==> src/rtl/tgen_pkg.sv <==
// -----------------------------------------------------------------------------
// tgen_pkg -- shared types and defaults for the temporal pulse generator.
//
// Build defaults:
//   INWD     value width (default 4 when not supplied by the build)
//   NUM_CNT  number of counter lanes (default 4 when not supplied by the build)
//   FOLD     lane folding factor; the lane count is NUM_CNT/FOLD (default 1)
// Optional feature macro TGEN_BITREV_EN is consumed by tgen_phase_ctr.
// -----------------------------------------------------------------------------
`ifndef INWD
  `define INWD 4
`endif
`ifndef NUM_CNT
  `define NUM_CNT 4
`endif
`ifndef FOLD
  `define FOLD 1
`endif

package tgen_pkg;

  localparam int DEF_WD    = `INWD;
  localparam int DEF_LANES = `NUM_CNT / `FOLD;

  // Last phase of a window for the default width.
  localparam int PHASE_MAX = 2**DEF_WD - 1;

  typedef logic [DEF_WD-1:0] lane_val_t;

  typedef enum logic {
    IDLE = 1'b0,
    RUN  = 1'b1
  } tgen_state_e;

endpackage

==> src/rtl/tgen_phase_ctr.sv <==
// -----------------------------------------------------------------------------
// tgen_phase_ctr -- WD-bit window phase counter.
//
// Macro: TGEN_BITREV_EN -- when defined, cmp_phase is the bit-reversed phase,
//        which spreads each lane's pulses across the window; otherwise
//        cmp_phase equals phase (thermometer-style pulses).
//
// Ports:
//   clk, rst_n   clock / async active-low reset
//   clear        load phase with 0 at the next edge (wins over adv)
//   adv          advance phase by one at the next edge
//   phase        current phase
//   cmp_phase    value each lane compares against
//   last         phase is at its final value 2**WD-1
// -----------------------------------------------------------------------------
module tgen_phase_ctr #(
  parameter int WD = tgen_pkg::DEF_WD
) (
  input  logic          clk,
  input  logic          rst_n,
  input  logic          clear,
  input  logic          adv,
  output logic [WD-1:0] phase,
  output logic [WD-1:0] cmp_phase,
  output logic          last
);

  localparam logic [WD-1:0] PHASE_LAST = '1;

  logic [WD-1:0] phase_q;

  // NOTE: state registers use non-blocking assignments so every flop samples
  // the pre-edge values, independent of statement order.
  always_ff @(posedge clk or negedge rst_n) begin
    if (!rst_n) begin
      phase_q <= '0;
    end else if (clear) begin
      phase_q <= '0;
    end else if (adv) begin
      phase_q <= phase_q + 1'b1;
    end
  end

  always_comb begin
    cmp_phase = phase_q;
`ifdef TGEN_BITREV_EN
    for (int b = 0; b < WD; b++) begin
      cmp_phase[b] = phase_q[WD-1-b];
    end
`endif
  end

  assign phase = phase_q;
  assign last  = (phase_q == PHASE_LAST);

endmodule

==> src/rtl/temporal_pulse_gen.sv <==
// -----------------------------------------------------------------------------
// temporal_pulse_gen -- temporal (unary) encoder.
//
// Latches one WD-bit value per lane and, over a window of 2**WD cycles, emits
// exactly value[i] single-cycle pulses on pulse_out[i]. A new word set may be
// accepted in the last phase of a window, giving back-to-back windows.
//
// Macro: TGEN_BITREV_EN (see tgen_phase_ctr) selects bit-reversed pulse
//        placement; ports, handshake and latency are the same either way.
//
// Ports:
//   clk, rst_n   clock / async active-low reset
//   in_valid     in_value carries a new word set
//   in_ready     a word set is accepted this cycle when in_valid is high
//   in_value     packed per-lane values [LANES-1:0][WD-1:0]
//   hold         freeze the window (phase stalls, no pulses)
//   pulse_out    per-lane unary pulse
//   pulse_vld    a window is running and not held
//   win_last     final phase of the window is being emitted
// -----------------------------------------------------------------------------
module temporal_pulse_gen
  import tgen_pkg::*;
#(
  parameter int LANES = tgen_pkg::DEF_LANES,
  parameter int WD    = tgen_pkg::DEF_WD
) (
  input  logic                      clk,
  input  logic                      rst_n,
  input  logic                      in_valid,
  output logic                      in_ready,
  input  logic [LANES-1:0][WD-1:0]  in_value,
  input  logic                      hold,
  output logic [LANES-1:0]          pulse_out,
  output logic                      pulse_vld,
  output logic                      win_last
);

  tgen_state_e              state_q, state_d;
  logic [LANES-1:0][WD-1:0] val_q;
  logic [WD-1:0]            phase;
  logic [WD-1:0]            cmp_phase;
  logic                     last;
  logic                     run;
  logic                     end_win;
  logic                     accept;

  assign run     = (state_q == RUN);
  // Final, un-held phase: the window completes at the coming edge.
  assign end_win = run & last & ~hold;
  assign in_ready = ~run | end_win;
  assign accept   = in_valid & in_ready;

  tgen_phase_ctr #(
    .WD (WD)
  ) u_phase_ctr (
    .clk       (clk),
    .rst_n     (rst_n),
    .clear     (accept | end_win),
    .adv       (run & ~hold),
    .phase     (phase),
    .cmp_phase (cmp_phase),
    .last      (last)
  );

  always_ff @(posedge clk or negedge rst_n) begin
    if (!rst_n) begin
      state_q <= IDLE;
    end else begin
      state_q <= state_d;
    end
  end

  // NOTE: every signal written here gets a default first, so no path through
  // the case leaves it unassigned and no latch is inferred.
  always_comb begin
    state_d = state_q;
    unique case (state_q)
      IDLE:    if (in_valid)  state_d = RUN;
      RUN:     if (end_win)   state_d = in_valid ? RUN : IDLE;
      default:                state_d = IDLE;
    endcase
  end

  // NOTE: the value bank is reset as well: a reset mid-window must drop the
  // old word, and the outputs depend on it through the comparators.
  always_ff @(posedge clk or negedge rst_n) begin
    if (!rst_n) begin
      val_q <= '0;
    end else if (accept) begin
      val_q <= in_value;
    end
  end

  assign pulse_vld = run & ~hold;
  assign win_last  = pulse_vld & last;

  // Phase 2**WD-1 never satisfies cmp < val for a WD-bit val in the
  // thermometer build, so at most 2**WD-1 pulses occur per window.
  for (genvar i = 0; i < LANES; i++) begin : g_lane
    assign pulse_out[i] = pulse_vld & (cmp_phase < val_q[i]);
  end

  // The absolute phase is only needed inside the counter.
  logic unused_phase;
  assign unused_phase = ^phase;

endmodule

==> config.mk <==
export PLATFORM = sky130hd
export DESIGN_NAME = temporal_pulse_gen
export DESIGN_NICKNAME = d
export VERILOG_FILES = /design/src/rtl/tgen_pkg.sv /design/src/rtl/tgen_phase_ctr.sv /design/src/rtl/temporal_pulse_gen.sv
export SDC_FILE = /design/constraint.sdc
export NUM_CORES = 1
export LEC_CHECK = 0
export BUFFER_PORTS_ARGS = -buffer_cell sky130_fd_sc_hd__buf_2
export CAP_MARGIN = 25
export CORE_MARGIN = 2
export CORE_UTILIZATION = 50
export DETAILED_ROUTE_END_ITERATION = 16
export PLACE_DENSITY = 0.78
export SLEW_MARGIN = 10
export SYNTH_ARGS = -nofsm -noshare
export SYNTH_HDL_FRONTEND = slang
export SYNTH_HIERARCHICAL = 1
export SYNTH_SLANG_ARGS = --single-unit
export TNS_END_PERCENT = 30
==> constraint.sdc <==
create_clock -name clk -period 3.6 [get_ports clk]
set_input_delay 0.54 -clock clk [delete_from_list [all_inputs] [get_ports clk]]
set_output_delay 0.54 -clock clk [all_outputs]
set_load 0.1 [all_outputs]
==> impl_results.md <==
* Syn nets at 136
* Status: complete, no violations
* Die height at 53.9 um
* DR vias at 821
* Cts hold-fix bufs at 0
* Period utilization at 68.3%
* Post-layout util at 58.8%
* Layout cells sized above 1 at 39.4%
* # setup viols final at 0
* Dpl hpwl at 1660 um
* First-pass GRT wire length at 3690 um
* Horiz. Die Dim at 53.9 um
* Period minus WS final at 2.46 ns
* Slew Limit Fails at 0
* Initial core utilization at 51.6%
* Post_cts resized at 0
* Mapped Avg Cell Area at 12.1 um2
* Row Count at 18
* CTS max path bufs at 2
* Worst vdd ir at 604 uV
* Power Dens Cells at 916 nW/um2
* Antenna Cells at 0
* H-tree levels at 1
* Initial antenna violation count at 0
* Vias per inst at 5.07
* # DRC at 0
* Post-CTS setup repair buffer count at 0
* Nature of the critical path endpoint: output pin
* CP Max Fanout at 7
* Nets at 166
* Post-synthesis cell area at 1240 um2
* Placed cells at 158
* GP Congestion at 0.819
* Post-route antenna net violation count at 0
* Hold_ws at 0.169 ns
* Syn Inst Count at 103
* Worst-Margin Slew at 0.672 ns
* YS warnings at 6
* Initial detailed-routing violation count at 7
* Leakage power at 0.730 nW
* Final TNS setup at 0 ns
* Overflow after GRT at 0
* Worst Clk Skew at 0.00122 ns
* Max Cap Viol at 0
* Clock tree root driver cell: clkbuf_4
* Post-DR wirelength/cell at 13.6 um
* Vias in the first global route at 820
* IO Pins at 27
* RSZ-0062 raised after global routing: no
* Final wirelength at 2210 um
* Hold Vio Cnt, Final at 0
* Skew-Pair Late Insertion Delay at 0.31 ns
* Post-route insts no fill at 162
* Worst Hold Class: in -> async
* GRT Overall Usage at 18.2%
* Area Overhead vs Synth at 14.0%
* Port-buffer cells at 26
* First-pass DRT Iterations at 3
* F_max at 407 MHz
* Die ar. at 2900 um2
* Pin count of the biggest net entering global routing at 22
* Total CTS buffers at 3
* CTS tree: built
* Worst Setup Path Type: reg -> out
* Required @ worst endpoint at 3.06 ns
* Relative slew slack at 55.1%
* Core area at 2410 um2
* CP arrival at 1.92 ns
* Reg2Reg Depth at 7
* CTS clock-pin slew for the worst setup and hold paths at 0.11 ns
* CTS Sinks at 21
* CP Launch Type: flip-flop
## flip-flops by register name (all words and copies together), names as in the netlist
name and count:
val_q 16, run 1, u_phase_ctr/cmp_phase 4
## through the flow
stage / cell area [um2] / power (mW) / worst slack [ns]
after floorplan: 1240 / 1.05 / 0.873
after global placement: 1390 / 1.16 / 1.38
after detailed placement: 1390 / 1.19 / 1.31
after CTS: 1420 / 1.31 / 1.12
after global routing: 1420 / 1.42 / 1.05
final: 1420 / 1.30 / 1.14
## cells in the final DEF, fill, tap and decap left out, drive strengths merged, types with 4 or more instances in the layout
| master | count |
|---|---|
| a211oi | 4 |
| buf | 26 |
| clkbuf | 4 |
| dfrtp | 21 |
| ha | 13 |
| inv | 13 |
| mux2 | 17 |
| nand2b | 7 |
| nor2 | 7 |
| o21a | 4 |
| o21ai | 4 |
## power breakdown
part | leakage (nW) | switching, mW | total (mW) | internal (mW)
logic | 0.462 | 0.445 | 0.734 | 0.290
clock network | 0.0150 | 0.0724 | 0.116 | 0.0434
registers | 0.253 | 0.102 | 0.448 | 0.346
## path summary, 6_finish.rpt
path                                     startpoint                       end  slack (ns)
setup / recovery           u_phase_ctr/cmp_phase[1]              pulse_out[1]        1.14
hold / removal                                rst_n                  val_q[8]        0.17
setup reg to reg           u_phase_ctr/cmp_phase[0]  u_phase_ctr/cmp_phase[3]        1.31
hold reg to reg                           val_q[14]                 val_q[14]        0.52
max in group asynchronous                     rst_n                       run        3.11
min in group clk                           in_valid                       run        0.42
## layer usage
metal | global-route usage [%] | vias up | share of wire, %
met5 | 0 | - | 0
met4 | 6.41 | 0 | 1.5
met3 | 2.78 | 2 | 3.7
met2 | 31.7 | 14 | 50
met1 | 22.6 | 394 | 45
li1 | - | 411 | -
## final cells by class
type,instances,area (um2)
clock buffers,4,26.3
fillers,204,993
repair buffers,26,130
multi-input cells,68,648
inverters,13,48.8
flip-flops and latches,21,526
well taps,30,37.5
## worst max-delay path: stages (launching register included)
cell      delay [ns]
dfrtp_1         0.47
ha_1            0.31
a211oi_1        0.23
o21a_1          0.17
buf_2           0.42
No activity file was read; power rests on OpenSTA's default activity.
